==> config.mk <==
export PLATFORM = sky130hd
export DESIGN_NAME = unified_mem_arbiter
export DESIGN_NICKNAME = d
export VERILOG_FILES = /design/src/rtl/unified_mem_arbiter.sv
export SDC_FILE = /design/constraint.sdc
export NUM_CORES = 1
export LEC_CHECK = 0
export ABC_AREA = 0
export BUFFER_PORTS_ARGS = -buffer_cell sky130_fd_sc_hd__clkbuf_2
export CORE_ASPECT_RATIO = 1.4
export CORE_MARGIN = 2
export CORE_UTILIZATION = 46
export DETAILED_ROUTE_END_ITERATION = 8
export PLACE_DENSITY = 0.78
export SYNTH_ARGS = -nofsm -noshare
export SYNTH_HDL_FRONTEND = slang
export SYNTH_SLANG_ARGS = --single-unit
==> constraint.sdc <==
create_clock -name clk -period 14.7 [get_ports clk]
set_clock_uncertainty 0.2 [all_clocks]
set_input_delay 2.205 -clock clk [delete_from_list [all_inputs] [get_ports clk]]
set_output_delay 2.205 -clock clk [all_outputs]
set_load 0.01 [all_outputs]
==> src/rtl/unified_mem_arbiter.sv <==
// Arbiter sharing one single-port, variable-latency memory between the instruction
// fetch port and the data load/store port, with data priority and a fetch anti-starvation limit.
module unified_mem_arbiter #(
  parameter int ADDR_W       = 32,
  parameter int DATA_W       = 32,
  parameter int MAX_DATA_RUN = 4
) (
  input  logic                clk,
  input  logic                rst,
  input  logic                if_req,
  input  logic [ADDR_W-1:0]   if_addr,
  output logic [DATA_W-1:0]   if_rdata,
  output logic                if_ack,
  output logic                if_stall,
  input  logic                dm_req,
  input  logic                dm_we,
  input  logic [ADDR_W-1:0]   dm_addr,
  input  logic [DATA_W-1:0]   dm_wdata,
  input  logic [DATA_W/8-1:0] dm_be,
  output logic [DATA_W-1:0]   dm_rdata,
  output logic                dm_ack,
  output logic                dm_stall,
  output logic                mem_req,
  output logic                mem_we,
  output logic [ADDR_W-1:0]   mem_addr,
  output logic [DATA_W-1:0]   mem_wdata,
  output logic [DATA_W/8-1:0] mem_be,
  input  logic                mem_ready,
  input  logic [DATA_W-1:0]   mem_rdata
);

  localparam int RUN_W = (MAX_DATA_RUN < 1) ? 1 : $clog2(MAX_DATA_RUN + 1);
  localparam logic [RUN_W-1:0] RUN_MAX = RUN_W'(MAX_DATA_RUN);

  typedef enum logic [1:0] {
    IDLE   = 2'd0,
    BUSY_D = 2'd1,
    BUSY_I = 2'd2
  } state_t;

  state_t           state;
  state_t           state_nxt;
  logic [RUN_W-1:0] run;
  logic [RUN_W-1:0] run_nxt;
  logic             if_elig;
  logic             dm_elig;
  logic             grant_d;
  logic             grant_i;
  logic             done;

  // A requester whose ack is high this cycle is still holding req; it must not be regranted.
  assign if_elig  = if_req & ~if_ack;
  assign dm_elig  = dm_req & ~dm_ack;
  assign if_stall = if_req & ~if_ack;
  assign dm_stall = dm_req & ~dm_ack;

  always_ff @(posedge clk or posedge rst) begin
    if (rst) begin
      state <= IDLE;
      run   <= '0;
    end else begin
      state <= state_nxt;
      run   <= run_nxt;
    end
  end

  // Data wins unless a fetch is waiting and the data run has reached its limit.
  always_comb begin
    state_nxt = state;
    run_nxt   = run;
    grant_d   = 1'b0;
    grant_i   = 1'b0;
    done      = 1'b0;
    case (state)
      IDLE: begin
        if (dm_elig && (!if_elig || (run < RUN_MAX))) begin
          grant_d   = 1'b1;
          state_nxt = BUSY_D;
          if (if_req) begin
            run_nxt = (run == RUN_MAX) ? run : run + 1'b1;
          end else begin
            run_nxt = '0;
          end
        end else if (if_elig) begin
          grant_i   = 1'b1;
          state_nxt = BUSY_I;
          run_nxt   = '0;
        end
      end
      BUSY_D, BUSY_I: begin
        if (mem_ready) begin
          done      = 1'b1;
          state_nxt = IDLE;
        end
      end
      default: state_nxt = IDLE;
    endcase
  end

  // Memory command is captured at grant and held until completion; acks are single-cycle.
  always_ff @(posedge clk or posedge rst) begin
    if (rst) begin
      mem_req   <= 1'b0;
      mem_we    <= 1'b0;
      mem_addr  <= '0;
      mem_wdata <= '0;
      mem_be    <= '0;
      if_ack    <= 1'b0;
      dm_ack    <= 1'b0;
      if_rdata  <= '0;
      dm_rdata  <= '0;
    end else begin
      if_ack <= 1'b0;
      dm_ack <= 1'b0;
      if (grant_d) begin
        mem_req   <= 1'b1;
        mem_we    <= dm_we;
        mem_addr  <= dm_addr;
        mem_wdata <= dm_wdata;
        mem_be    <= dm_be;
      end else if (grant_i) begin
        mem_req   <= 1'b1;
        mem_we    <= 1'b0;
        mem_addr  <= if_addr;
        mem_wdata <= '0;
        mem_be    <= '1;
      end
      if (done) begin
        mem_req <= 1'b0;
        if (state == BUSY_I) begin
          if_ack   <= 1'b1;
          if_rdata <= mem_rdata;
        end else begin
          dm_ack <= 1'b1;
          if (!mem_we) begin
            dm_rdata <= mem_rdata;
          end
        end
      end
    end
  end

endmodule

==> results.yml, run 1 <==
sta:
  period_needed_ns: 5.68
  worstMarginPinSlew_ns: 1.10
  drv_slew: 0
  setup_viol: 0
  hold_viol_final: 0
  clock.fmax_mhz: 176
  tns_ns: 0
  rsz0062_at_grt: "false"
  min_period_over_period_pct: 38.6
  slew_headroom_pct: 26.6
detailed_routing:
  routed_wl_um: 16900
  dr.pass1.iters: 4
  ant_nets: 0
  dr_total_vias: 4974
  drc: 0
  via_per_inst: 5.50
  drtIter0Drc: 201
  wl_per_cell_um: 18.7
yosys:
  syn-cell-area_sq_um: 6120
  synthCells: 457
  synthSimpleGateAreaFrac_pct: 6.42
  synth.distinct_cells: 40
  syn_area_per_cell_sq_um: 13.4
  ys_ff_latch: 141
  synth_compound_area_share_pct: 18.5
  synth_fp_nets: 599
  synth_edf_count: 0
  synth_ff_type: "dfrtp_1"
  synth_top_family_by_area: "compound AO/OA/AOI/OAI gates"
  async_reset_ff_share_pct: 100
  yosysSeqAreaShare_pct: 57.7
  synthMuxAreaShare_pct: 12.1
  yosysWarnings: 0
  synth_fa_ha_area_share_pct: 0.818
  synth-xor-area-share_pct: 0
clock_network:
  cts_setup_buffers: 0
  cts.clk_slew.worst_paths_ns: 0.06
  clk_path_buf_depth: 2
  htree_levels: 4
  clk_latency_ns: 0.41
  root_buffer: "clkbuf_16"
  ctsResizeCount: 0
  cts_buffers: 17
  cts_tree: "yes"
  holdBufCountCts: 0
  cts_sinks: 141
die:
  die_w_um: 101
  core_area_sq_um: 12900
  row_count: 49
  io_pins: 276
  initial_core_util_pct: 47.3
  die-area_sq_um: 14300
  die_h_um: 140
setup_path:
  worst_path_max_delay_cell: "clkbuf_2"
  max_stage_delay_ns: 0.41
  critPathTopFamily: "buffers and inverters"
  crit_path_frequent_cell: "clkbuf_2"
  crit_arrival_ns: 3.28
  critPathKind: "input port to output port"
  worstPathCellList: "clkbuf_2, nand2b_4, inv_4, clkbuf_2"
  worstPathMaxFanout: 36
  cp-end-kind: "output port"
  start_kind: "input port"
  worstPathRequired_ns: 12.30
  critPathBufInv: 3
cells_and_area:
  drive_gt1_share_pct: 53.4
  fin_nets: 856
  diodes: 0
  syn2layout_area_growth_pct: 33.5
  stdcell_count: 905
hold_path:
  worstHoldPathType: "register to register"
global_route:
  grt_pass1_vias: 5243
  globalRouteOverflowTotal: 0
  grt_pass1_wl_um: 27000
  grtUsageTotal_pct: 24.4
  antenna_found_initial: 0
  grt_max_degree: 72
power:
  p_per_area_nw_per_um2: 229
  power_leakage_nw: 4.02
  ir_drop_v: 0.000126
run_status:
  outcome: "complete, no violations"
job:
  drv_cap: 0
placed_design:
  portBuffers: 275
  dp_hpwl_um: 12100
  dpl.cell_count: 873
  place_congestion: 0.826
[cell families after synthesis]
family / after synthesis
buffers and inverters: 53
adder cells (fa/ha/maj): 4
multiplexers: 66
flip-flops: 141
AO/OA/AOI/OAI: 144
AND/OR/NAND/NOR: 49
[registers in the layout (all words and copies together) (netlist names), 2 cells and up]
name,count
dm_rdata,32
state,2
mem_wdata,32
mem_addr,32
run,3
if_rdata,32
mem_be,4
[placed cells by master, fill, tap and decap left out, drive strengths merged, types with 2 or more instances in the layout]
cell type	count
a21oi	32
a22o	34
a31oi	2
and3b	2
buf	7
bufinv	3
clkbuf	294
clkinv	2
clkinvlp	3
dfrtp	141
ha	4
inv	14
mux2	65
nand2	4
nand2b	3
nor2	2
o221ai	33
o22a	4
o2bb2ai	32
or3b	32
[cells in the mapped netlist (2+ instances only)]
master | n | area share [%]
or3b_1 | 26 | 3.7
a22o_1 | 34 | 4.9
ha_1 | 4 | 0.82
nor2_1 | 2 | 0.12
dfrtp_1 | 141 | 58
o221ai_1 | 33 | 4.7
mux2_1 | 3 | 0.55
a21oi_1 | 32 | 2.6
a31oi_1 | 2 | 0.20
nand2b_1 | 2 | 0.20
o22a_1 | 4 | 0.57
clkbuf_1 | 15 | 0.92
buf_1 | 2 | 0.12
or3b_2 | 6 | 0.86
buf_6 | 6 | 1.1
inv_1 | 7 | 0.43
clkbuf_2 | 2 | 0.16
and3b_1 | 2 | 0.29
mux2_2 | 62 | 11
o2bb2ai_1 | 32 | 4.6
nand2_1 | 4 | 0.25
buf_2 | 18 | 1.5
[report_power, final]
group | switching (W) | leakage (nW) | internal [W]
sequential | 0.000117 | 1.73 | 0.000571
combinational | 0.000395 | 2.00 | 0.000342
clock | 0.000174 | 0.293 | 0.000275
total | 0.000686 | 4.02 | 0.00119
[metrics by stage]
step	hold slack [ns]	area, sq um	total power [W]	setup slack (ns)	util, %
finish	0.291	8170	0.00188	9.02	63.2
global route	0.308	8170	0.00199	8.91	63.2
CTS	0.293	8170	0.00189	9.02	63.2
detailed placement	0.274	7550	0.00143	9.02	58.4
global placement	0.270	7550	0.00139	9.11	58.4
floorplan	0.300	6120	0.00114	8.51	-
[worst paths after layout]
check                                         start                   endpoint  slack (ns)  cells after the start
max                                          dm_req                   dm_stall        9.02                      4
min                        mem_addr[20]$_DFFE_PP0P_   mem_addr[20]$_DFFE_PP0P_        0.29                      1
max reg2reg                        dm_ack$_DFF_PP0_  mem_wdata[23]$_DFFE_PP0P_       11.76                      5
min reg2reg                mem_addr[20]$_DFFE_PP0P_   mem_addr[20]$_DFFE_PP0P_        0.29                      1
max in group asynchronous                       rst           if_ack$_DFF_PP0_       11.26                      3
min in group asynchronous                       rst   dm_rdata[18]$_DFFE_PP0P_        1.68                      2
[final cells by class]
cell class,instances,area (sq um)
Fill cell,1038,4770
Sequential cell,141,3530
Multi-Input combinational cell,263,2330
Timing Repair Buffer,282,1430
Clock buffer,19,443
Tap cell,178,223
Clock inverter,13,176
Inverter,9,41.3
[worst register-to-register path, stage by stage, from the launching register on]
cell and delay (ns):
dfrtp_1 0.93, nand2b_4 0.32, inv_4 0.15, o21ai_4 0.43
buf_4 0.55, a22o_1 0.29
[routing by layer]
| metal | global-route usage (%) | wire length, um |
|---|---|---|
| met4 | 8.89 | 419 |
| met3 | 8.98 | 1280 |
| met2 | 41.4 | 8950 |
| met1 | 28.0 | 6260 |
| met5 | 0 | 0 |
No activity file was read; power rests on OpenSTA's default activity.
==> inputs of run 2 (changes only) <==
--- a/config.mk
+++ b/config.mk
@@ -5,13 +5,13 @@
 export SDC_FILE = /design/constraint.sdc
 export NUM_CORES = 1
 export LEC_CHECK = 0
-export ABC_AREA = 0
+export ABC_AREA = 1
 export BUFFER_PORTS_ARGS = -buffer_cell sky130_fd_sc_hd__clkbuf_2
 export CORE_ASPECT_RATIO = 1.4
 export CORE_MARGIN = 2
 export CORE_UTILIZATION = 46
 export DETAILED_ROUTE_END_ITERATION = 8
-export PLACE_DENSITY = 0.78
+export PLACE_DENSITY = 0.79
 export SYNTH_ARGS = -nofsm -noshare
 export SYNTH_HDL_FRONTEND = slang
 export SYNTH_SLANG_ARGS = --single-unit
==> constraint.sdc (replaced) <==
create_clock -name clk -period 5.8 [get_ports clk]
set_clock_uncertainty 0.2 [all_clocks]
set_input_delay 0.87 -clock clk [delete_from_list [all_inputs] [get_ports clk]]
set_output_delay 0.87 -clock clk [all_outputs]
set_load 0.01 [all_outputs]
==> results.yml, run 2 <==
detailed_routing:
  drtIter0Drc: 205
  dr_total_vias: 5376
  routed_wl_um: 15600
  dr.pass1.iters: 5
  ant_nets: 0
  drc: 0
  via_per_inst: 4.76
  wl_per_cell_um: 13.8
setup_path:
  worstPathCellList: "clkbuf_2, nand3_2, nand3_2, buf_4, nand2_1, nand3_1, nand2_1"
  worstPathRequired_ns: 5.89
  startpoint: "if_req"
  critPathTopFamily: "simple AND/OR/NAND/NOR gates"
  critPathBufInv: 2
  worstReg2RegStart: "if_ack$_DFF_PP0_"
  r2r_slack_ns: 2.99
  critPathKind: "input port to register"
  reg2reg_to: "mem_addr[0]$_DFFE_PP0P_"
  worstPathMaxFanout: 36
  cp-end-kind: "register"
  reg2reg_depth: 7
  crit_arrival_ns: 3.06
  max_stage_delay_ns: 0.76
  cp_num_cells: 7
  worst_path_max_delay_cell: "nand3_2"
  start_kind: "input port"
  crit_end: "mem_addr[0]$_DFFE_PP0P_"
die:
  die-area_sq_um: 14000
  core_area_sq_um: 12800
  die_h_um: 139
  die_w_um: 101
  initial_core_util_pct: 47.0
  row_count: 49
  io_pins: 276
clock_network:
  cts_setup_buffers: 0
  holdBufCountCts: 0
  clk_latency_ns: 0.40
  cts_buffers: 17
  root_buffer: "clkbuf_16"
  htree_levels: 4
  cts_sinks: 141
  cts.clk_slew.worst_paths_ns: 0.06
  ctsResizeCount: 0
  clk_path_buf_depth: 2
  cts_tree: "yes"
yosys:
  synth_top_family_by_area: "simple AND/OR/NAND/NOR gates"
  netlist_top_cells_count: "214 x nand2_1, 141 x dfrtp_1, 113 x inv_1, 84 x o21ai_0, 38 x nand3_1"
  ys_ff_latch: 141
  synth_fa_ha_area_share_pct: 0.832
  syn_area_per_cell_sq_um: 8.59
  synth_ff_type: "dfrtp_1"
  synth.distinct_cells: 21
  yosysWarnings: 0
  async_reset_ff_share_pct: 100
  synthSimpleGateAreaFrac_pct: 22.3
  synth_compound_area_share_pct: 8.48
  synth-xor-area-share_pct: 0
  synthCells: 701
  yosysSeqAreaShare_pct: 58.6
  synth_top_cell_by_area: "dfrtp_1"
  syn-cell-area_sq_um: 6020
  synthMuxAreaShare_pct: 0
  synth_edf_count: 0
  synth_top_area_share_pct: 58.6
  synthTopCellsByArea: "dfrtp_1 59%, nand2_1 13%, inv_1 7.0%"
  yosysMostFrequentCell: "nand2_1"
  synth_fp_nets: 843
placed_design:
  dp_slack_ns: 2.43
  dp_hpwl_um: 11000
  place_congestion: 0.851
  portBuffers: 275
power:
  clockPowerShare_pct: 24.6
  ir_drop_v: 0.000251
  power_leakage_nw: 4.74
  p_sw_share_pct: 38.1
  comb_power_share_pct: 36.5
  seqPwrFrac_pct: 38.9
  power_switching_w: 0.00163
  p_int_w: 0.00265
  p_per_area_nw_per_um2: 532
cells_and_area:
  diodes: 0
  syn2layout_area_growth_pct: 33.6
  final_cell_mix: "275 x clkbuf_2, 212 x nand2_1, 141 x dfrtp_1, 112 x inv_1, 84 x o21ai_0"
  fin_nets: 1105
  final_common_cell: "clkbuf_2"
  drive_gt1_share_pct: 32.6
sta:
  hold_viol_final: 0
  tns_ns: 0
  setup_viol: 0
  period_needed_ns: 2.97
  min_period_over_period_pct: 51.2
  clock.fmax_mhz: 337
  setup_ws_ns: 2.83
  slew_headroom_pct: 28.4
  drv_slew: 0
  worstMarginPinSlew_ns: 1.07
  rsz0062_at_grt: "false"
global_route:
  antenna_found_initial: 0
  grtUsageTotal_pct: 22.7
  grt_max_degree: 103
  grt_pass1_wl_um: 25400
  globalRouteOverflowTotal: 0
  grt_pass1_vias: 5272
run_status:
  outcome: "complete, no violations"
job:
  drv_cap: 0
hold_path:
  worstHoldPathType: "register to register"
==> run 2: cell count changes after synthesis, sizes merged, moves of 17 or more <==
cell and change:
nand3 +39, nand2 +211, o21ai +96, inv +105
a22o -34, a21oi -32, nor2 +17, o221ai -33
o2bb2ai -32, nand3b +31, mux2 -65, or3b -32
==> run 2: cell type report <==
cell class                 instances  area (sq um)
clock buffer                      19           433
multi-input combinational        410          1910
timing repair buffer             279          1410
sequential                       141          3530
clock inverter                    13           141
tap                              153           191
fill                            1144          4770
inverter                         114           433
==> run 2: logic make-up after synthesis <==
kind of cell,count (synthesis)
and+or+nand+nor,307
AOI/OAI and AO/OA,99
DFF,141
adders and majority gates,4
buffers and inverters,150
==> run 2: routing by layer <==
metal  up-vias  routed length [um]  track usage [%]
met5         -                   0                0
met4         0                 335             8.80
met3        22                1140             6.03
met2       214                7750             37.3
met1      2461                6380             28.4
li1       2679                   -                -
==> run 2: metrics by stage <==
| step | std cells | total power [W] | hold slack (ns) | cell area, sq um | utilization (%) |
|---|---|---|---|---|---|
| finish | 1129 | 0.00428 | 0.280 | 8040 | 62.7 |
| global route | 1129 | 0.00461 | 0.308 | 8040 | 62.7 |
| CTS | 1129 | 0.00432 | 0.282 | 8040 | 62.7 |
| detailed placement | 1097 | 0.00326 | 0.265 | 7460 | 58.3 |
| global placement | 1097 | 0.00320 | 0.262 | 7460 | 58.3 |
| floorplan | 701 | 0.00258 | 0.253 | 6020 | - |
==> run 2: worst min-delay path by stage <==
stage | to | cells after the start | start | slack, ns
after floorplan | state[0]$_DFFE_PP0P_ | 2 | state[0]$_DFFE_PP0P_ | 0.25
after global placement | mem_addr[27]$_DFFE_PP0P_ | 2 | mem_addr[27]$_DFFE_PP0P_ | 0.26
after detailed placement | mem_addr[9]$_DFFE_PP0P_ | 2 | mem_addr[9]$_DFFE_PP0P_ | 0.26
after CTS | mem_addr[9]$_DFFE_PP0P_ | 2 | mem_addr[9]$_DFFE_PP0P_ | 0.28
after global routing | mem_wdata[21]$_DFFE_PP0P_ | 2 | mem_wdata[21]$_DFFE_PP0P_ | 0.31
final | mem_addr[22]$_DFFE_PP0P_ | 2 | mem_addr[22]$_DFFE_PP0P_ | 0.28
==> run 2: power groups by stage <==
stage / combinational (W) / clock, W / sequential, W
6_report: 0.00156 / 0.00105 / 0.00166
5_1_grt: 0.00178 / 0.00111 / 0.00171
4_1_cts: 0.00159 / 0.00107 / 0.00166
3_5_place_dp: 0.00159 / 0 / 0.00167
3_3_place_gp: 0.00154 / 0 / 0.00166
2_1_floorplan: 0.000725 / 0 / 0.00185
==> run 2: worst register-to-register path, stage by stage (launching register included) <==
cell	delay, ns
dfrtp_1	0.38
inv_1	0.10
nand3_2	0.53
nand3_2	0.76
buf_4	0.46
nand2_1	0.11
nand3_1	0.09
nand2_1	0.05
==> inputs of run 3 (changes only) <==
==> constraint.sdc (replaced) <==
create_clock -name clk -period 3 [get_ports clk]
set_clock_uncertainty 0.2 [all_clocks]
set_input_delay 0.45 -clock clk [delete_from_list [all_inputs] [get_ports clk]]
set_output_delay 0.45 -clock clk [all_outputs]
set_load 0.01 [all_outputs]
==> results.yml, run 3 (synthesis results as in run 2) <==
sta:
  hold_viol_final: 0
  setup_viol: 0
  tns_ns: 0
  holdWs_ns: 0.00248
  min_period_over_period_pct: 73.7
  clock.fmax_mhz: 452
  rsz0062_at_grt: "false"
  slew_headroom_pct: 33.5
  period_needed_ns: 2.21
  worstMarginPinSlew_ns: 0.993
  drv_slew: 0
setup_path:
  worstPathCellList: "nor2_2, buf_4, clkbuf_2"
  cp-end-kind: "output port"
  worstReg2RegStart: "state[0]$_DFFE_PP0P_"
  crit_arrival_ns: 1.56
  critPathTopFamily: "buffers and inverters"
  worstPathRequired_ns: 2.35
  worstPathMaxFanout: 35
  max_stage_delay_ns: 0.43
  worst_path_max_delay_cell: "dfrtp_1"
  critPathKind: "register to output port"
  r2r_slack_ns: 0.87
  reg2reg_depth: 6
  critPathBufInv: 2
  reg2reg_to: "if_rdata[18]$_DFFE_PP0P_"
  start_kind: "register"
detailed_routing:
  routed_wl_um: 15700
  dr.pass1.iters: 5
  dr_total_vias: 5393
  drc: 0
  drtIter0Drc: 180
  ant_nets: 0
  via_per_inst: 4.75
  wl_per_cell_um: 13.8
cells_and_area:
  diodes: 0
  final_common_cell: "clkbuf_2"
  fin_util_pct: 63.7
  fin_nets: 1112
  syn2layout_area_growth_pct: 35.6
  stdcell_count: 1136
  final_cell_mix: "275 x clkbuf_2, 212 x nand2_1, 141 x dfrtp_1, 112 x inv_1, 84 x o21ai_0"
  drive_gt1_share_pct: 33.1
  fin_area_sq_um: 8160
power:
  power_leakage_nw: 4.80
  ir_drop_v: 0.000597
  p_per_area_nw_per_um2: 1030
clock_network:
  holdBufCountCts: 0
  cts_sinks: 141
  cts_buffers: 17
  cts_tree: "yes"
  root_buffer: "clkbuf_16"
  clk_latency_ns: 0.40
  cts.clk_slew.worst_paths_ns: 0.06
  htree_levels: 4
  clk_path_buf_depth: 2
  ctsResizeCount: 0
  cts_setup_buffers: 0
die:
  die_w_um: 101
  die-area_sq_um: 14000
  row_count: 49
  core_area_sq_um: 12800
  io_pins: 276
  initial_core_util_pct: 47.0
  die_h_um: 139
global_route:
  grtUsageTotal_pct: 22.6
  globalRouteOverflowTotal: 0
  antenna_found_initial: 0
  grt_max_degree: 66
  grt_pass1_vias: 5189
  grt_pass1_wl_um: 25100
job:
  drv_cap: 0
run_status:
  outcome: "complete, no violations"
placed_design:
  place_area_sq_um: 7570
  portBuffers: 275
  dpl.cell_count: 1104
  place_congestion: 0.856
  dp_hpwl_um: 11500
hold_path:
  worstHoldPathType: "input port to async pin"
[run 3: cell count changes in the layout (fill, tap and decap cells not counted)]
cell,before,now
buf_12,0,4
buf_4,4,7
clkbuf_8,0,2
clkinv_2,2,0
[run 3: worst register-to-register path, stage by stage (launching register included)]
cell,delay (ns)
dfrtp_1,0.34
inv_1,0.06
ha_1,0.31
nand2_1,0.08
inv_1,0.06
nand2_2,0.71
o21ai_0,0.22
[run 3: worst max path at each step]
stage | start | endpoint | depth (start not counted)
final | dm_ack$_DFF_PP0_ | dm_stall | 3
after global routing | state[1]$_DFFE_PP0P_ | if_rdata[3]$_DFFE_PP0P_ | 6
after CTS | dm_ack$_DFF_PP0_ | dm_stall | 3
after detailed placement | state[0]$_DFFE_PP0P_ | if_rdata[5]$_DFFE_PP0P_ | 6
after global placement | state[0]$_DFFE_PP0P_ | if_rdata[19]$_DFFE_PP0P_ | 6
after floorplan | rst | dm_ack$_DFF_PP0_ | 1
[run 3: cell type report]
class,count,area [sq um]
Timing Repair Buffer,286,1510
Sequential cell,141,3530
Tap cell,153,191
Multi-Input combinational cell,410,1910
Clock inverter,11,133
Clock buffer,21,460
Fill cell,1106,4650
Inverter,114,432
[run 3: per-layer routing]
layer / track usage [%] / wire length, um / share of wire [%] / up-vias
met2: 38.1 / 7910 / 50 / 224
met4: 10.1 / 480 / 3.1 / 0
li1: - / - / - / 2702
met1: 26.6 / 6070 / 39 / 2435
met3: 6.13 / 1210 / 7.7 / 32
met5: 0 / 0 / 0 / -
[run 3: through the flow]
step	total power, W	worst slack, ns
floorplan	0.00498	0.587
global placement	0.00628	0.919
detailed placement	0.00639	0.804
CTS	0.00851	0.758
global route	0.00902	0.564
finish	0.00841	0.789
[run 3: where the power goes]
| group | switching, W | internal (W) | total [W] |
|---|---|---|---|
| Combinational | 0.00191 | 0.00120 | 0.00311 |
| Sequential | 0.000467 | 0.00275 | 0.00322 |
| Clock | 0.000801 | 0.00128 | 0.00208 |
| Total | 0.00318 | 0.00523 | 0.00841 |
